===== config.mk =====
export PLATFORM = sky130hd
export DESIGN_NAME = mips_alu_pc_unit
export DESIGN_NICKNAME = d
export VERILOG_FILES = /design/src/rtl/mips_alu_pc_unit.sv
export SDC_FILE = /design/constraint.sdc
export NUM_CORES = 1
export LEC_CHECK = 0
export ABC_AREA = 0
export BUFFER_PORTS_ARGS = -buffer_cell sky130_fd_sc_hd__buf_2
export CAP_MARGIN = 20
export CORE_MARGIN = 3
export CORE_UTILIZATION = 30
export CTS_CLUSTER_SIZE = 30
export DETAILED_ROUTE_END_ITERATION = 10
export GPL_ROUTABILITY_DRIVEN = 0
export SLEW_MARGIN = 30
export SYNTH_ARGS = -nofsm -noshare
export SYNTH_HDL_FRONTEND = slang
export SYNTH_SLANG_ARGS = --single-unit

===== constraint.sdc =====
create_clock -name clock -period 5.78 [get_ports clock]
set_input_delay 1.445 -clock clock [delete_from_list [all_inputs] [get_ports clock]]
set_output_delay 1.445 -clock clock [all_outputs]
set_load 0.02 [all_outputs]

===== src/rtl/mips_alu_pc_unit.sv =====
`timescale 1ns/1ps
// Multicycle MIPS datapath slice: ALU control decode, 32-bit ALU, ALUOut register
// and the program counter with its three-way next-PC source mux.
module mips_alu_pc_unit #(
  parameter logic [31:0] RESET_PC = 32'h0000_0000
) (
  input  logic        clock,
  input  logic        reset_n,
  input  logic [1:0]  alu_op,
  input  logic [5:0]  funct,
  input  logic [31:0] alu_a,
  input  logic [31:0] alu_b,
  input  logic [1:0]  pc_source,
  input  logic [31:0] jump_addr,
  input  logic        pc_write,
  input  logic        pc_write_cond,
  output logic [3:0]  alu_ctl,
  output logic [31:0] alu_result,
  output logic        zero,
  output logic [31:0] alu_out,
  output logic [31:0] pc_next,
  output logic [31:0] pc
);

  logic pc_load;

  // R-type instructions defer to funct; everything else is fixed by the control unit
  always_comb begin
    alu_ctl = 4'b1111;
    case (alu_op)
      2'b00: alu_ctl = 4'b0010;
      2'b01: alu_ctl = 4'b0110;
      2'b10: begin
        case (funct)
          6'b100000: alu_ctl = 4'b0010;
          6'b100010: alu_ctl = 4'b0110;
          6'b100100: alu_ctl = 4'b0000;
          6'b100101: alu_ctl = 4'b0001;
          6'b100111: alu_ctl = 4'b1100;
          6'b101010: alu_ctl = 4'b0111;
          default:   alu_ctl = 4'b1111;
        endcase
      end
      default: alu_ctl = 4'b1111;
    endcase
  end

  always_comb begin
    alu_result = 32'd0;
    case (alu_ctl)
      4'b0000: alu_result = alu_a & alu_b;
      4'b0001: alu_result = alu_a | alu_b;
      4'b0010: alu_result = alu_a + alu_b;
      4'b0110: alu_result = alu_a - alu_b;
      4'b0111: alu_result = ($signed(alu_a) < $signed(alu_b)) ? 32'd1 : 32'd0;
      4'b1100: alu_result = ~(alu_a | alu_b);
      default: alu_result = 32'd0;
    endcase
  end

  assign zero = (alu_result == 32'd0);

  always_comb begin
    pc_next = jump_addr;
    case (pc_source)
      2'b00:   pc_next = alu_result;
      2'b01:   pc_next = alu_out;
      default: pc_next = jump_addr;
    endcase
  end

  // Branch-equal uses this cycle's zero so the compare and the PC update share one edge
  assign pc_load = pc_write | (pc_write_cond & zero);

  always_ff @(posedge clock or negedge reset_n) begin
    if (!reset_n) begin
      alu_out <= 32'd0;
      pc      <= RESET_PC;
    end else begin
      alu_out <= alu_result;
      if (pc_load) begin
        pc <= pc_next;
      end
    end
  end

endmodule


==> impl_metrics.csv <==
group,metric,value,unit
run_status,outcome,"complete, but fails checks",
run_status,violations,"negative setup slack",
final_layout,final.fill_count,2664,
floorplan,fp.dieArea,31510,µm²
worst_hold_path,min_path_type,"reg -> reg",
grt,antenna_found_initial,1,
grt,grt_pass1_wl,59600,µm
yosys,ys_warn_count,0,
yosys,synthMuxAreaShare,0.08890,
setup_path,crit_top_cell,"buf_6",
grt,grt_max_degree,65,
sta,worst_slack,-0.3596,ns
grt,grt_pass1_vias,10890,
final_layout,multi_input_area,7571,µm²
setup_path,cp.required,4.34,ns
floorplan,fp.coreArea,28860,µm²
cts,clkTransAtPathRegs,0.05,ns
routing,detail_route.vias_per_cell,5.428,
yosys,synth_seq_cells,64,
floorplan,die_h,177.5,µm
final_layout,ff_latch_area,1602,µm²
cts,numCtsBuffers,9,
yosys,synth-main-ff-cell,"dfrtp_1",
cts,cts_tree,"built",
final_layout,areaGrowthSynthToFinish,68.16,%
place,placed_cells,2039,
setup_path,path_cells,"buf_8 -> buf_6 -> ha_4 -> inv_2 -> fa_2 -> nand2b_1 -> a2111o_1 -> nand2_2 -> buf_6 -> a32oi_4 -> and2_4 -> buf_6 -> a221oi_4 -> nor2_2 -> a221o_1 -> and4b_1 -> and3_4 -> buf_6",
final_layout,stdcell_count,2090,
sta,maxSlewHeadroom,0.5034,
cts,clock_latency,0.32,ns
power,powerDensity,185.9,nW/µm²
power,p_leak,7.227,nW
sta,worstMarginPinSlew,0.7449,ns
setup_path,path_max_fanout,3,
grt,gr-usage-all-layers,0.2385,
floorplan,start_util,0.3058,
sta,tns,-0.9093,ns
yosys,seq_area_frac_synth,0.1815,
routing,drtPass1Iterations,8,
job,cap_violations,0,
yosys,post_synth.cell_area_avg,7.979,µm²
routing,final_antenna_net_count,0,
place,place_worst_setup_slack,-0.5430,ns
sta,fmax,162.9,MHz
place,dp_hpwl,32560,µm
floorplan,io_pins,243,
sta,hold_viol,0,
place,placed_cell_area,13110,µm²
sta,min_period,6.140,ns
yosys,netlist_area,8825,µm²
yosys,synth_compound_area_frac,0.3186,
yosys,synth_nets,1314,
yosys,ys_async_sr_fraction,1.000,
final_layout,antenna_cells,0,
sta,skew,0.005760,ns
routing,wl_per_cell,19.36,µm
yosys,yosys.area_share.adder,0.1406,
final_layout,fin_util,0.5142,
routing,vias,11340,
setup_path,critPathArrivalTime,4.69,ns
sta,rsz0062_at_grt,"yes",
yosys,synthXorXnorAreaFrac,0.01588,
final_layout,drive_above_1_share,0.5246,
routing,routed_wl,40470,µm
cts,htreeDepth,3,
floorplan,fp.dieW,177.5,µm
sta,period_share,1.062,
final_layout,fin_nets,1910,
sta,holdWs,0.5010,ns
place,port-buffer-count,242,
routing,drt-initial-drc-count,1035,
setup_path,regToRegSetupSlack,4.44,ns
setup_path,crit_type,"in -> out",
cts,ctsRootBufferMaster,"clkbuf_16",
yosys,synth_edf_count,0,
cts,cts_max_path_buffers,2,
sta,drv_slew,0,
floorplan,rows,62,
yosys,synth_cells,1106,
setup_path,cp-start-kind,"input port",
yosys,synth_top_family_by_area,"compound AO/OA/AOI/OAI gates",
cts,clock_sinks,64,
setup_path,slowest_delay,0.47,ns
final_layout,design_area,14840,µm²
routing,route.detailed.drc,0,
yosys,yosys.area_share.simple,0.1734,
power,irDropWorstVdd,0.1416,mV
sta,setup_viol,11,
yosys,ys_types,106,
setup_path,cpMaxStageDelayCell,"a2111o_1",
cts,cts_hold_buf,0,
power,p_total,2.758,mW
grt,grt_overflow,0,
setup_path,crit_path_end_kind,"primary output",
layout by cell type (no fill, tap or decap), types with 20 or more instances in the layout:
cell / instances
a21oi_1: 64
buf_2: 218
buf_4: 406
buf_6: 26
dfrtp_1: 64
ha_1: 76
inv_1: 85
mux2_4: 30
mux2i_1: 23
nand2_1: 90
nor2_1: 58
nor3_1: 20
o21ai_0: 52
o21ai_1: 28
power by group:
part           switching [mW]  internal [mW]  leakage [nW]  total [mW]
logic                   0.944          0.781          6.31        1.73
registers              0.0431          0.522         0.792       0.565
clock network           0.184          0.284         0.123       0.468
final cells by class:
cell class                      count  area share
Tap cell                          384     0.03238
Clock buffer                        9     0.01518
Sequential cell                    64      0.1079
Inverter                          101     0.02605
Timing Repair Buffer              656      0.3057
Clock inverter                      6    0.002530
Multi-Input combinational cell    870      0.5102
critical path, delay by kind of cell:
kind	cells	cell delay [ns]
buffers and inverters	6	0.62
adder cells (fa/ha/maj)	2	0.36
AO/OA/AOI/OAI	4	1.17
AND/OR/NAND/NOR	6	1.09
cell usage after synthesis (all sizes together), types with 10 or more instances:
| cell | count | share of area |
|---|---|---|
| inv | 100 | 0.043 |
| ha | 96 | 0.14 |
| nand2 | 95 | 0.041 |
| o21ai | 95 | 0.054 |
| a21oi | 81 | 0.046 |
| nor2 | 71 | 0.030 |
| dfrtp | 64 | 0.18 |
| buf | 46 | 0.028 |
| mux2 | 33 | 0.055 |
| mux2i | 30 | 0.034 |
| clkbuf | 25 | 0.011 |
| nor3 | 23 | 0.014 |
| nand3 | 18 | 0.010 |
| a211oi | 17 | 0.016 |
| a21o | 17 | 0.014 |
| nor4 | 17 | 0.015 |
| a221oi | 16 | 0.019 |
| a22oi | 15 | 0.013 |
| nand4 | 14 | 0.0099 |
| xnor2 | 13 | 0.013 |
| a31oi | 12 | 0.0092 |
| o31ai | 12 | 0.012 |
| o221ai | 11 | 0.011 |
| nor2b | 10 | 0.0082 |
state kept, by name, summed over array words and instances, names as in the netlist:
name and count:
alu_out 32, pc 32
routing by layer:
| layer | track usage | vias up | wire (µm) |
|---|---|---|---|
| met1 | 0.3111 | 5319 | 16650 |
| met4 | 0.09490 | 2 | 1537 |
| met3 | 0.03102 | 111 | 3699 |
| met2 | 0.3987 | 630 | 18570 |
| met5 | 0 | - | 13 |
| li1 | - | 5282 | - |
cell families after synthesis:
family	count (synthesis)
compound gates	393
simple gates	300
buf+inv	172
fa+ha+maj	98
flops	64
mux	63
xor+xnor	16
worst paths after layout:
check,to,startpoint,cells past startpoint
worst min register to register,pc[16],pc[16],1
worst min-delay path,pc[16],pc[16],1
worst max-delay path,zero,alu_b[0],18
max in group asynchronous,alu_out[22],reset_n,2
worst max register to register,pc[0],alu_out[0],5
min in group asynchronous,alu_out[4],reset_n,1
repair_timing:
action                     in CTS  in global routing
pin swaps                      33                 49
gates resized for setup       145                127
buffers inserted               18                 21
setup endpoints to repair      29                 26
Power figures use the tool's default switching activity.
